$ cat config.mk
export PLATFORM = sky130hd
export DESIGN_NAME = wb_group_sequencer
export DESIGN_NICKNAME = d
export VERILOG_FILES = /design/src/rtl/wb_group_sequencer.sv
export SDC_FILE = /design/constraint.sdc
export NUM_CORES = 1
export LEC_CHECK = 0
export CAP_MARGIN = 40
export CORE_UTILIZATION = 43
export CTS_CLUSTER_DIAMETER = 40
export DETAILED_ROUTE_END_ITERATION = 10
export PLACE_DENSITY = 0.89
export REMOVE_ABC_BUFFERS = 1
export SLEW_MARGIN = 10
export SYNTH_ARGS = -nofsm -noshare
export SYNTH_HDL_FRONTEND = slang
export SYNTH_SLANG_ARGS = --single-unit
$ cat constraint.sdc
create_clock -name clk -period 3.1 [get_ports clk]
set_clock_uncertainty 0.1 [all_clocks]
set_input_delay 0.93 -clock clk [delete_from_list [all_inputs] [get_ports clk]]
set_output_delay 0.93 -clock clk [all_outputs]
set_load 0.02 [all_outputs]
$ cat src/rtl/wb_group_sequencer.sv
// Vector writeback sequencer: walks a register group, asserting WB_PORTS load enables per beat.
// Define WB_FRAC_LMUL_EN to accept fractional LMUL codes (101/110/111) as single-register writes.
module wb_group_sequencer #(
  parameter int unsigned NUM_VREGS = 32,
  parameter int unsigned IDX_W     = 5,
  parameter int unsigned WB_PORTS  = 1
) (
  input  logic                 clk,
  input  logic                 rst,
  input  logic                 req_valid,
  output logic                 req_ready,
  input  logic [IDX_W-1:0]     req_sel,
  input  logic [2:0]           req_vlmul,
  input  logic                 wb_stall,
  input  logic                 flush,
  output logic [NUM_VREGS-1:0] wb_reg_load,
  output logic [2:0]           wb_beat,
  output logic                 wb_last,
  output logic                 busy,
  output logic                 err
);

  typedef enum logic [0:0] {StIdle, StActive} state_e;

  state_e               state_q, state_d;
  logic [IDX_W-1:0]     base_q, base_d;
  logic [3:0]           grp_q, grp_d;
  logic [2:0]           beat_q, beat_d;
  logic [2:0]           last_q, last_d;
  logic                 err_q, err_d;

  logic [3:0]           req_grp;
  logic [2:0]           req_last;
  logic                 req_legal;
  logic                 accept;
  logic                 on_last;
  logic [IDX_W-1:0]     idx;
  logic [NUM_VREGS-1:0] beat_mask;

  // Request decode: group size, last beat index and legality (reserved code, alignment).
  always_comb begin
    req_grp   = 4'd1 << req_vlmul[1:0];
    req_legal = ~req_vlmul[2];
`ifdef WB_FRAC_LMUL_EN
    if (req_vlmul[2]) begin
      req_grp   = 4'd1;
      req_legal = (req_vlmul[1:0] != 2'b00);
    end
`endif
    if ((req_sel & IDX_W'(req_grp - 4'd1)) != '0) begin
      req_legal = 1'b0;
    end
    req_last = (32'(req_grp) > WB_PORTS) ? 3'(32'(req_grp) / WB_PORTS - 32'd1) : 3'd0;
  end

  assign on_last = (beat_q == last_q);
  assign accept  = req_valid & req_ready;

  // Registers covered by the current beat; index arithmetic wraps at IDX_W bits.
  always_comb begin
    beat_mask = '0;
    idx       = '0;
    for (int unsigned j = 0; j < WB_PORTS; j++) begin
      idx = base_q + IDX_W'(beat_q) * IDX_W'(WB_PORTS) + IDX_W'(j);
      if (j < 32'(grp_q)) begin
        beat_mask[idx] = 1'b1;
      end
    end
  end

  always_ff @(posedge clk) begin
    if (rst) begin
      state_q <= StIdle;
      base_q  <= '0;
      grp_q   <= '0;
      beat_q  <= '0;
      last_q  <= '0;
      err_q   <= 1'b0;
    end else begin
      state_q <= state_d;
      base_q  <= base_d;
      grp_q   <= grp_d;
      beat_q  <= beat_d;
      last_q  <= last_d;
      err_q   <= err_d;
    end
  end

  always_comb begin
    state_d = state_q;
    base_d  = base_q;
    grp_d   = grp_q;
    beat_d  = beat_q;
    last_d  = last_q;
    err_d   = accept & ~req_legal;
    if (flush) begin
      state_d = StIdle;
      beat_d  = '0;
    end else begin
      if (state_q == StActive && !wb_stall) begin
        if (on_last) begin
          state_d = StIdle;
          beat_d  = '0;
        end else begin
          beat_d = beat_q + 3'd1;
        end
      end
      // An accept in ACTIVE only happens on the final unstalled beat, so it chains cleanly.
      if (accept && req_legal) begin
        state_d = StActive;
        base_d  = req_sel;
        grp_d   = req_grp;
        last_d  = req_last;
        beat_d  = '0;
      end
    end
  end

  always_comb begin
    req_ready   = ~flush & ((state_q == StIdle) | ((state_q == StActive) & on_last & ~wb_stall));
    wb_reg_load = '0;
    wb_beat     = '0;
    wb_last     = 1'b0;
    busy        = 1'b0;
    err         = err_q;
    if (state_q == StActive) begin
      wb_reg_load = (flush || wb_stall) ? '0 : beat_mask;
      wb_beat     = beat_q;
      wb_last     = on_last;
      busy        = 1'b1;
    end
  end

endmodule

# Word-level counts from Yosys, hierarchy flattened
# Cells that the tools add are included.
[classes]
n_addsub = 4
order_cmp = 4
n_eq_ne = 1
shift = 1
muxes = 14
bitwise = 12
n_reduce_logical = 12
[op_table]
columns = ["cell", "n"]
rows = [
  ["two-way mux 32 bit", 3],
  ["two-way mux 3 bit", 3],
  ["two-way mux 1 bit", 7],
  ["less-than comparator 5 x 6 -> 1 bit (second input constant)", 1],
  ["adder 5 x 3 -> 5 bit", 1],
  ["AND 1 bit", 5],
  ["AND 5 bit", 1],
  ["demux 1 bit (select 5 bit)", 1],
  [">= comparator 5 x 1 -> 1 bit (second input constant)", 1],
  ["NOT 1 bit", 5],
  ["nonzero test 5 bit", 1],
  ["subtractor 4 x 1 -> 5 bit (second input constant)", 1],
  ["> comparator 4 x 1 -> 1 bit (second input constant)", 1],
  ["less-than comparator 1 x 4 -> 1 bit (first input constant)", 1],
  ["AND reduction 2 bit", 2],
  ["nonzero test 2 bit", 2],
  ["<< shifter 1 x 2 -> 4 bit (first input constant)", 1],
  ["adder 3 x 1 -> 3 bit (second input constant)", 1],
  ["== test 3 bit", 1],
  ["logical AND 1 bit", 3],
  ["OR reduction 3 bit", 1],
  ["subtractor 3 x 1 -> 3 bit (second input constant)", 1],
  ["OR reduction 2 bit", 1],
  ["logical NOT 1 bit", 1],
  ["other kinds (2)", 2],
]
[totals]
reg_bits = 17
input_bits = 13
out_inout_bits = 39
wordCells = 54

# Logic depth before layout (Yosys ltp)
[logic_depth]
depth_word = 9
ltp_mapped = 7
depth_no_buf = 7

# Worst setup path before layout
# OpenSTA, ideal clock, no wires.
[synth_timing]
path_kind = "flip-flop to output port"
from = "reg beat_q[0]"
to = "out wb_reg_load[0]"
arrival_ns = 2.331
required_time_ns = 2.070
slack_ns = -0.261
stages_incl_launch_ff = 7
n_path_buf = 0
path_cell_list = "dfxtp_1 ha_1 fa_1 or3b_2 a21boi_0 mux2i_1 nor3_1"
[synth_via]
elab_chain_cells = 8
word_cells_on_any_way = 9
classes_between = "add/sub (1); order compare (2); mux (5); reduce/logical (1)"
[synth_rtl]
columns = ["item", "line", "source"]
rows = [
  ["start, declared", "28", "logic [2:0] beat_q, beat_d;"],
  ["start signal, assigned", "83", "beat_q <= beat_d;"],
  ["adder 5 x 3 -> 5 bit *", "64", "idx = base_q + IDX_W'(beat_q) * IDX_W'(WB_PORTS) + IDX_W'(j);"],
  ["less-than comparator 5 x 6 -> 1 bit (not written as such) or >= comparator 5 x 1 -> 1 bit (tied branches)", "66", "beat_mask[idx] = 1'b1;"],
  ["logical AND 1 bit (not written as such)", "66", ""],
  ["two-way mux 1 bit (not written as such)", "66", ""],
  ["demux 1 bit (select 5 bit) *", "66", ""],
  ["two-way mux 32 bit *", "65", "if (j < 32'(grp_q)) begin"],
  ["two-way mux 32 bit *", "127", "wb_reg_load = (flush || wb_stall) ? '0 : beat_mask;"],
  ["two-way mux 32 bit *", "126", "if (state_q == StActive) begin"],
  ["end, declared", "16", "output logic [NUM_VREGS-1:0] wb_reg_load,"],
]
# Every way passes the cells marked *; elsewhere a longest branch is shown, timed or not.

# Worst setup path in the final report
[layout_timing]
from = "reg beat_q[0]"
to = "out wb_reg_load[26]"
# Same word-level chain as after synthesis.

==> results.tsv <==
metric	value	unit
status	finished, violations left	
failing checks	setup timing	
first-pass GRT wire length	7.210	mm
reg2reg start	beat_q[1]$_SDFFE_PP0P_	
reg2reg end	beat_q[1]$_SDFFE_PP0P_	
Clock Path Buffers	2	
DP Wirelength	3.026	mm
Ant. Diodes	0	
# DRC	0	
xor and xnor area share after synthesis	6.601	%
hold wc startpoint	grp_q[2]$_SDFFE_PP0P_	
I/O Buffers	51	
fill count	211	
Reg power frac	48.3	%
Total Die Area	0.003175	mm^2
Hold Path Depth	2	
Worst Hold Path EP	grp_q[2]$_SDFFE_PP0P_	
Final GP Congestion	0.8506	
Crit path depth	8	
syn avg cell area	8.141	um^2
CP max stage cell	dfxtp_2	
WL final	4.284	mm
Antenna Violating Nets Remaining	0	
Startpoint Class	register	
mux cell area share after synthesis	4.039	%
Sink Count	16	
CTS tree	yes	
slew of the pin with the lowest slew margin	0.6224	ns
GRT Overall Usage	28.72	%
1st-pass router iterations	4	
nets@finish	253	
delay-heaviest family, CP	simple AND/OR/NAND/NOR gates	
Syn Inst Count	156	
slack of the worst reg-to-reg path	1.07	ns
# IOs	52	
CP Cell Sequence	ha_4 > fa_2 > buf_4 > or3_4 > o21ai_4 > mux2i_4 > nor3_1 > buf_2	
Netlist Area Pre-Place	0.001270	mm^2
Post-CTS Hold Buffers	0	
clock slew at the register clock pins of the worst setup and hold paths	0.10	ns
total core area	0.002781	mm^2
most frequent cells in the layout	buf_4, buf_2, nor3_1	
WP data arrival	2.30	ns
Area Overhead vs Synth	66.60	%
fraction of registers with async set/reset	0	%
post-synth cell types	43	
Starting Density	45.66	%
Setup Crit Path Kind	register to output port	
NetSw	119.6	uW
Achievable Freq	300.4	MHz
Die Y	56.35	um
Logic pwr share	19.2	%
Min-Delay Path Class	register to register	
Finished Layout Cells	264	
Clock Latency Late Sink	0.30	ns
design area	0.002116	mm^2
vias in the first global route	1552	
WP buf/inv	2	
CP max FO	8	
EDFF count, synth	0	
Core Rows	19	
Leak	0.8616	nW
Pwr Total	439.2	uW
Rel. slew slack	58.12	%
P_int	319.6	uW
smallest setup slack after layout	-0.2290	ns
Final Cycle Share	107.4	%
final hold vios	0	
placed cells	253	
cells on worst reg2reg path	7	
switching fraction of total power	27.23	%
critical path capture point type	output port	
setup violators final	32	
Slew Limit Fails	0	
most common cell after layout, fill and taps aside	buf_4	
RSZ-0062 raised after global routing	yes	
mean number of vias per cell	6.110	
Iter 0 DRT Violations	107	
Placed Area	0.001954	mm^2
layout cells sized above 1	48.07	%
Seq/Total Area, Yosys	25.22	%
Overflow after GRT	0	
vias	1613	
Root Driver	clkbuf_4	
Compound-Gate Fraction of Synth Area	18.82	%
simple-gate share of the synthesized area	34.98	%
total clock buffers created by CTS	3	
Final min period	3.329	ns
Hold Worst Slack	0.3807	ns
Max-Cap Viols	0	
crit-path max cell delay	0.35	ns
initial antenna violation count	0	
Main synth FF type	dfxtp_1	
Post-Synth Adder-Cell Area	6.502	%
Clk pwr share	32.5	%
largest net degree at the start of global routing	17	
main combinational cell family by area after synthesis	simple AND/OR/NAND/NOR gates	
maximum vdd ir drop	0.1841	mV
Die W	56.35	um
PD cells	207.6	mW/mm^2
drt wl/cell	16.23	um
Critical Path RT	2.07	ns
YS warnings	0	
post-synthesis sequential element count	16	
CTS HTree Levels	1	
-- sequential cells by signal, indices dropped and copies added (netlist names) --
register / flops
err: 1
grp_q: 4
base_q: 5
beat_q: 3
state_q: 1
last_q: 2
-- kinds of logic after synthesis --
kind of cell	count (synthesis)
flops	16
buf+inv	12
compound gates	31
simple gates	79
mux	5
fa+ha+maj	6
xor+xnor	7
-- cell usage after synthesis (2+ instances only) --
cell / n / area [um^2]
nand3_1: 3 / 15.01
and2_1: 3 / 18.77
dfxtp_1: 16 / 320.3
inv_1: 5 / 18.77
nor4_1: 2 / 12.51
nand4_1: 7 / 43.79
mux2i_1: 4 / 40.04
nor3_1: 33 / 165.2
nor2_1: 4 / 15.01
clkbuf_1: 4 / 15.01
xor2_1: 2 / 17.52
a21oi_1: 10 / 50.05
nand2b_1: 3 / 18.77
o21ai_0: 2 / 10.01
nand3b_1: 3 / 22.52
xnor2_1: 2 / 17.52
nor2b_1: 2 / 12.51
o31ai_1: 7 / 52.55
buf_2: 3 / 15.01
nand2_1: 10 / 37.54
ha_1: 5 / 62.56
xnor2_2: 3 / 48.80
a2111oi_0: 3 / 26.28
-- tightest hold or removal path: stages (launching register included) --
cell and delay, ns:
dfxtp_1 0.32, nand2_1 0.06, mux2i_1 0.06
-- per-layer routing --
metal / track usage [%] / share of wire, %
met1: 31.32 / 35
met3: 3.687 / 7.7
met4: 13.59 / 3.2
met2: 54.25 / 54
met5: 0 / 0
-- per-stage QoR --
stage / utilization, % / worst slack (ns) / setup TNS, ns
after floorplan: - / -0.2615 / -5.063
after global placement: 70.27 / -0.8717 / -25.26
after detailed placement: 70.27 / -0.9478 / -26.94
after CTS: 74.45 / -0.1635 / -3.698
after global routing: 76.07 / -0.2640 / -7.322
final: 76.07 / -0.2290 / -5.265
-- power groups by stage --
stage	Combinational [mW]	Clock [mW]	Sequential, mW
5_1_grt	0.0897	0.151	0.213
6_report	0.0842	0.143	0.212
4_1_cts	0.0815	0.143	0.212
3_3_place_gp	0.0726	0	0.216
3_5_place_dp	0.0766	0	0.216
2_1_floorplan	0.0340	0	0.217
-- how the worst max path moves through the flow --
stage                           startpoint         endpoint  slack, ns
finish              beat_q[0]$_SDFFE_PP0P_  wb_reg_load[26]      -0.23
global route        beat_q[0]$_SDFFE_PP0P_   wb_reg_load[5]      -0.26
floorplan           beat_q[0]$_SDFFE_PP0P_   wb_reg_load[0]      -0.26
CTS                 beat_q[0]$_SDFFE_PP0P_   wb_reg_load[0]      -0.16
global placement                  wb_stall   wb_reg_load[0]      -0.87
detailed placement                wb_stall   wb_reg_load[0]      -0.95
-- final cells by class --
class	count	area, um^2	area share, %
Tap cell	31	38.79	1.833
Clock buffer	4	36.28	1.715
Multi-Input combinational cell	128	1100	51.98
Timing Repair Buffer	80	598.1	28.27
Sequential cell	16	324.1	15.32
Inverter	5	18.77	0.8870
-- repair_timing --
item	in CTS	in global routing
endpoints found under the setup margin	33	33
cloned	1	0
resized for setup	215	11
buffers inserted	6	0
pin swaps	17	1
No activity file was read; power rests on OpenSTA's default activity.
